File: src/rtl/lsu_pkg.sv
// Shared definitions for the MEM-stage load/store unit: funct3 encodings,
// the controller state type and the access legality check.
package lsu_pkg;

   localparam logic [2:0] F3_LB  = 3'b000;
   localparam logic [2:0] F3_LH  = 3'b001;
   localparam logic [2:0] F3_LW  = 3'b010;
   localparam logic [2:0] F3_LBU = 3'b100;
   localparam logic [2:0] F3_LHU = 3'b101;

   localparam logic [2:0] F3_SB  = 3'b000;
   localparam logic [2:0] F3_SH  = 3'b001;
   localparam logic [2:0] F3_SW  = 3'b010;

   typedef enum logic {
      IDLE = 1'b0,
      REQ  = 1'b1
   } lsu_state_e;

   // Flags an access that must never reach memory: simultaneous read and write,
   // a misaligned halfword/word, or a funct3 that has no meaning for the direction.
   function automatic logic lsu_bad_access(input logic rd, input logic wr,
                                           input logic [2:0] f3, input logic [1:0] off);
      logic bad;
      bad = 1'b0;
      if (rd && wr) begin
         bad = 1'b1;
      end else if (rd || wr) begin
         case (f3)
            F3_LB:   bad = 1'b0;
            F3_LH:   bad = off[0];
            F3_LW:   bad = (off != 2'b00);
            F3_LBU:  bad = wr;
            F3_LHU:  bad = wr | off[0];
            default: bad = 1'b1;
         endcase
      end
      return bad;
   endfunction

endpackage

File: src/rtl/lsu_align.sv
// Byte-lane steering for the load/store unit: store byte enables and data
// replication on the way out, load lane extraction and extension on the way in.
module lsu_align
   import lsu_pkg::*;
(
   input  logic [2:0]  st_funct3,
   input  logic [1:0]  st_off,
   input  logic [31:0] st_data,
   output logic [3:0]  st_be,
   output logic [31:0] st_wdata,
   input  logic [2:0]  ld_funct3,
   input  logic [1:0]  ld_off,
   input  logic [31:0] ld_rdata,
   output logic [31:0] ld_result
);

   logic [7:0]  ld_byte;
   logic [15:0] ld_half;

   // Replicate narrow store data into every lane so memory only needs the byte enables.
   always_comb begin
      st_be    = 4'b1111;
      st_wdata = st_data;
      case (st_funct3)
         F3_SB: begin
            st_be    = 4'b0001 << st_off;
            st_wdata = {4{st_data[7:0]}};
         end
         F3_SH: begin
            st_be    = st_off[1] ? 4'b1100 : 4'b0011;
            st_wdata = {2{st_data[15:0]}};
         end
         default: begin
            st_be    = 4'b1111;
            st_wdata = st_data;
         end
      endcase
   end

   // Pick the addressed byte/half out of the returned word and extend it.
   always_comb begin
      ld_byte   = 8'h00;
      ld_half   = 16'h0000;
      ld_result = ld_rdata;
      case (ld_off)
         2'd0:    ld_byte = ld_rdata[7:0];
         2'd1:    ld_byte = ld_rdata[15:8];
         2'd2:    ld_byte = ld_rdata[23:16];
         default: ld_byte = ld_rdata[31:24];
      endcase
      ld_half = ld_off[1] ? ld_rdata[31:16] : ld_rdata[15:0];
      case (ld_funct3)
         F3_LB:   ld_result = {{24{ld_byte[7]}}, ld_byte};
         F3_LBU:  ld_result = {24'h000000, ld_byte};
         F3_LH:   ld_result = {{16{ld_half[15]}}, ld_half};
         F3_LHU:  ld_result = {16'h0000, ld_half};
         default: ld_result = ld_rdata;
      endcase
   end

endmodule

File: src/rtl/mem_lsu.sv
// MEM-stage load/store unit: accepts one access from EX/MEM, holds it on the
// data-memory port until ready, and hands results to WB through registers.
module mem_lsu
   import lsu_pkg::*;
(
   input  logic        clk,
   input  logic        rst,
   input  logic        mem_we,
   input  logic [4:0]  mem_rd,
   input  logic [31:0] mem_pc,
   input  logic [31:0] mem_ALU_out,
   input  logic [31:0] mem_DataB,
   input  logic        mem_read,
   input  logic        mem_write,
   input  logic [2:0]  mem_funct3,
   output logic        dmem_req,
   output logic        dmem_wr,
   output logic [31:0] dmem_addr,
   output logic [3:0]  dmem_be,
   output logic [31:0] dmem_wdata,
   input  logic        dmem_ready,
   input  logic [31:0] dmem_rdata,
   output logic        wb_we,
   output logic [4:0]  wb_rd,
   output logic [31:0] wb_data,
   output logic [31:0] wb_pc,
   output logic        stall_req,
   output logic        lsu_err
);

   lsu_state_e  state, state_nxt;

   logic [31:0] req_addr;
   logic [3:0]  req_be;
   logic [31:0] req_wdata;
   logic [4:0]  req_rd;
   logic [31:0] req_pc;
   logic        req_we;
   logic        req_wr;
   logic [2:0]  req_funct3;
   logic [1:0]  req_off;

   logic        mem_op;
   logic        bad_access;
   logic        accept;
   logic [3:0]  st_be;
   logic [31:0] st_wdata;
   logic [31:0] ld_result;

   assign mem_op     = mem_read ^ mem_write;
   assign bad_access = lsu_bad_access(mem_read, mem_write, mem_funct3, mem_ALU_out[1:0]);

   assign dmem_addr  = req_addr;
   assign dmem_be    = req_be;
   assign dmem_wdata = req_wdata;

   lsu_align u_align (
      .st_funct3 (mem_funct3),
      .st_off    (mem_ALU_out[1:0]),
      .st_data   (mem_DataB),
      .st_be     (st_be),
      .st_wdata  (st_wdata),
      .ld_funct3 (req_funct3),
      .ld_off    (req_off),
      .ld_rdata  (dmem_rdata),
      .ld_result (ld_result)
   );

   // Decide acceptance and drive the memory handshake and stall from the current state.
   always_comb begin
      state_nxt = state;
      accept    = 1'b0;
      stall_req = 1'b0;
      dmem_req  = 1'b0;
      dmem_wr   = 1'b0;
      case (state)
         IDLE: begin
            if (mem_op && !bad_access) begin
               accept    = 1'b1;
               stall_req = 1'b1;
               state_nxt = REQ;
            end
         end
         REQ: begin
            dmem_req  = 1'b1;
            dmem_wr   = req_wr;
            stall_req = !dmem_ready;
            if (dmem_ready) begin
               state_nxt = IDLE;
            end
         end
      endcase
   end

   // Controller state; reset abandons any outstanding access.
   always_ff @(posedge clk) begin
      if (rst) begin
         state <= IDLE;
      end else begin
         state <= state_nxt;
      end
   end

   // Capture the access once at acceptance so the memory port stays stable while stalled.
   always_ff @(posedge clk) begin
      if (rst) begin
         req_addr   <= 32'h0;
         req_be     <= 4'h0;
         req_wdata  <= 32'h0;
         req_rd     <= 5'h0;
         req_pc     <= 32'h0;
         req_we     <= 1'b0;
         req_wr     <= 1'b0;
         req_funct3 <= 3'h0;
         req_off    <= 2'h0;
      end else if (accept) begin
         req_addr   <= {mem_ALU_out[31:2], 2'b00};
         req_be     <= mem_write ? st_be : 4'b1111;
         req_wdata  <= mem_write ? st_wdata : 32'h0;
         req_rd     <= mem_rd;
         req_pc     <= mem_pc;
         req_we     <= mem_we;
         req_wr     <= mem_write;
         req_funct3 <= mem_funct3;
         req_off    <= mem_ALU_out[1:0];
      end
   end

   // Writeback registers and error pulse: ALU results pass straight through,
   // memory ops insert bubbles until the load data (or store completion) arrives.
   always_ff @(posedge clk) begin
      if (rst) begin
         wb_we   <= 1'b0;
         wb_rd   <= 5'h0;
         wb_data <= 32'h0;
         wb_pc   <= 32'h0;
         lsu_err <= 1'b0;
      end else begin
         lsu_err <= 1'b0;
         case (state)
            IDLE: begin
               if (bad_access) begin
                  lsu_err <= 1'b1;
                  wb_we   <= 1'b0;
               end else if (mem_op) begin
                  wb_we   <= 1'b0;
               end else begin
                  wb_we   <= mem_we;
                  wb_rd   <= mem_rd;
                  wb_data <= mem_ALU_out;
                  wb_pc   <= mem_pc;
               end
            end
            REQ: begin
               if (dmem_ready) begin
                  wb_we <= req_wr ? 1'b0 : req_we;
                  wb_rd <= req_rd;
                  wb_pc <= req_pc;
                  if (!req_wr) begin
                     wb_data <= ld_result;
                  end
               end else begin
                  wb_we <= 1'b0;
               end
            end
         endcase
      end
   end

endmodule

File: config.mk
export PLATFORM = sky130hd
export DESIGN_NAME = mem_lsu
export DESIGN_NICKNAME = d
export VERILOG_FILES = /design/src/rtl/lsu_pkg.sv /design/src/rtl/lsu_align.sv /design/src/rtl/mem_lsu.sv
export SDC_FILE = /design/constraint.sdc
export NUM_CORES = 1
export LEC_CHECK = 0
export BUFFER_PORTS_ARGS = -buffer_cell sky130_fd_sc_hd__buf_4
export CAP_MARGIN = 20
export CORE_MARGIN = 1
export CORE_UTILIZATION = 42
export CTS_BUF_LIST = sky130_fd_sc_hd__clkbuf_8
export DETAILED_ROUTE_END_ITERATION = 10
export GPL_ROUTABILITY_DRIVEN = 0
export HOLD_SLACK_MARGIN = 0.1
export PLACE_DENSITY_LB_ADDON = 0.3
export SYNTH_ARGS = -nofsm -noshare
export SYNTH_HDL_FRONTEND = slang
export SYNTH_SLANG_ARGS = --single-unit
File: constraint.sdc
create_clock -name clk -period 3.37 [get_ports clk]
set_input_delay 0.1685 -clock clk [delete_from_list [all_inputs] [get_ports clk]]
set_output_delay 0.1685 -clock clk [all_outputs]
set_load 0.02 [all_outputs]
==> summary.md <==
| Metric | Value |
|---|---|
| Commonest non-fill, non-tap cell in the layout | `buf_4` |
| Antenna violations before repair | `1` |
| Most frequent cells in the layout | `buf_4 (293), nand2_1 (232), dfxtp_1 (181)` |
| Rel. slew slack | `0.536` |
| Period minus WS final | `3.03 ns` |
| CTS tree | `done` |
| DP Cell Count | `1,413` |
| Setup-failing EPs final | `0` |
| # rows | `50` |
| Avg Vias per Cell | `5.30` |
| IO buf count | `281` |
| Power Density | `451 nW/um2` |
| First-pass GRT wire length | `39,600 um` |
| Final hold vios | `0` |
| Initial DRC count | `504` |
| Synth Cell Area | `8010 um2` |
| Fin cells | `1,535` |
| WP data required | `3.20 ns` |
| GRT Total Usage | `0.255` |
| Pint | `3.51 mW` |
| Vias in the first global route | `7,618` |
| Layout area overhead | `43.4%` |
| Initial Utilization | `0.428` |
| Asr flop ratio synth | `0` |
| Worst vdd ir | `0.247 mV` |
| Critical path type | `reg2out` |
| Clock Latency Late Sink | `0.46 ns` |
| WL per Instance | `16.6 um` |
| IO Count | `284` |
| Routed Antenna Nets | `0` |
| Clk slew on worst S/H paths | `0.11 ns` |
| CTS Root Cell | `clkbuf_8` |
| Worst slack, placed | `0.834 ns` |
| Largest net degree at the start of global routing | `92` |
| Crit start category | `register` |
| Clock buffer depth | `2` |
| EDFF count, synth | `0` |
| Max FO, Critical Path | `38` |
| Max Cap Violations | `0` |
| Leakage power | `4.59 nW` |
| Flops & latches, synth | `182` |
| Nets | `1,431` |
| NetSw | `1.68 mW` |
| Fin Clk Skew | `0.0124 ns` |
| Dominant synthesized flop cell | `dfxtp_1` |
| Post-synth cell types | `43` |
| Clock share of power | `0.295` |
| Fin crit share | `0.898` |
| Remaining DRCs | `0` |
| Die H | `140 um` |
| Max-slew violations | `0` |
| Setup TNS | `0 ns` |
| Status | `completed` |
| Final Util | `0.614` |
| Net Sw Frac | `0.324` |
| Fmax achieved | `330 MHz` |
| Final WL | `25,500 um` |
| CP Capture Type | `output port` |
| Gate Count Post-Synth | `969` |
| Syn_area_per_cell | `8.27 um2` |
| Die area | `19,600 um2` |
| Logic pwr share | `0.240` |
| DRT Pass-1 Iters | `5` |
| Sequential share of power | `0.465` |
| Hold Path Class | `in2reg` |
| Die W | `140 um` |
| CP Data Arrival Time | `2.86 ns` |
| Area of the core | `18,700 um2` |
| Post-route worst setup slack | `0.344 ns` |
| Yosys warning count | `0` |
| H-tree depth | `4` |
| Via Count | `8,142` |
| Seq/Total Area, Yosys | `0.455` |
| CTS Buf Count | `17` |
| GRT overflow | `0` |
| Layout cells sized above 1 | `0.276` |
| Worst Tran Pin Value | `0.695 ns` |
| Post-DP HPWL | `16,900 um` |
| RSZ-0062 raised after global routing | `false` |
| Clock sinks | `182` |
==> timing repair <==
| item | in CTS | in global routing |
|---|---|---|
| hold endpoints to repair | 150 | 0 |
| hold buffers | 89 | 0 |
| resized for setup | 0 | 0 |
| setup buffers | 0 | 0 |
==> layout make-up <==
type / count / area, um2
inverters: 10 / 37.5
flip-flops and latches: 182 / 3650
fillers: 1661 / 7210
clock buffers: 18 / 248
diodes: 1 / 2.50
repair buffers: 386 / 3160
multi-input cells: 690 / 3950
clock inverters: 14 / 159
well taps: 234 / 293
==> power by group through the flow <==
stage               Combinational, mW  Sequential [mW]  Clock [mW]
floorplan                       0.530             2.59           0
global placement                 1.14             2.46           0
detailed placement               1.15             2.46           0
CTS                              1.24             2.41        1.57
global route                     1.34             2.43        1.67
finish                           1.24             2.41        1.53
==> worst max-delay path, cell delays in order (launching register included) <==
cell and delay, ns:
dfxtp_4 0.74, inv_1 0.47, nand3b_1 0.29, buf_4 0.40, o21ai_0 0.25, buf_4 0.22
==> flip-flops by register name, summed over array words and instances (netlist names), 2 cells and up <==
name and count:
wb_pc 32, req_rd 5, req_off 2, dmem_addr 30, req_funct3 3, dmem_wdata 32
dmem_be 4, req_pc 32, wb_data 32, wb_rd 5
==> metrics by stage <==
step | hold slack [ns] | total power [mW] | instance area [um2]
final | 0.139 | 5.18 | 11500
after global routing | 0.127 | 5.44 | 11500
after CTS | 0.112 | 5.22 | 11500
after detailed placement | 0.434 | 3.61 | 10200
after global placement | 0.426 | 3.60 | 10200
after floorplan | 0.304 | 3.12 | 8020
==> final timing paths <==
path | to | slack (ns) | start | depth (start not counted)
min reg2reg | req_pc[1] | 0.46 | req_pc[1] | 2
max | stall_req | 0.34 | state | 5
max reg2reg | state | 0.89 | state | 5
min | dmem_wdata[13] | 0.14 | mem_DataB[13] | 4
==> logic make-up after synthesis <==
kind of cell,Yosys count,synth area share
other,1,0.000468
adder cells (fa/ha/maj),2,0.00312
AND/OR/NAND/NOR,361,0.190
AO/OA/AOI/OAI,260,0.211
flip-flops,182,0.455
multiplexers,65,0.0856
buffers and inverters,98,0.0554
==> synthesized netlist by cell type (all sizes together) (13+ instances only) <==
master  count  area [um2]
nand2     233         875
dfxtp     182        3640
a21oi     141         706
nor2       53         199
buf        52         272
mux2i      46         460
a211oi     44         330
clkbuf     36         135
nand3      26         130
o221ai     24         210
mux2       18         203
and2       17         106
nor3       13        70.1
==> routing by layer <==
| metal | up-vias | routed length (um) | global-route usage |
|---|---|---|---|
| met5 | - | 0 | 0 |
| met4 | 0 | 869 | 0.116 |
| met3 | 61 | 1800 | 0.0721 |
| met2 | 299 | 11700 | 0.402 |
| met1 | 3767 | 11100 | 0.324 |
| li1 | 4015 | - | - |
Note: power is estimated with default switching activity, not from simulation.
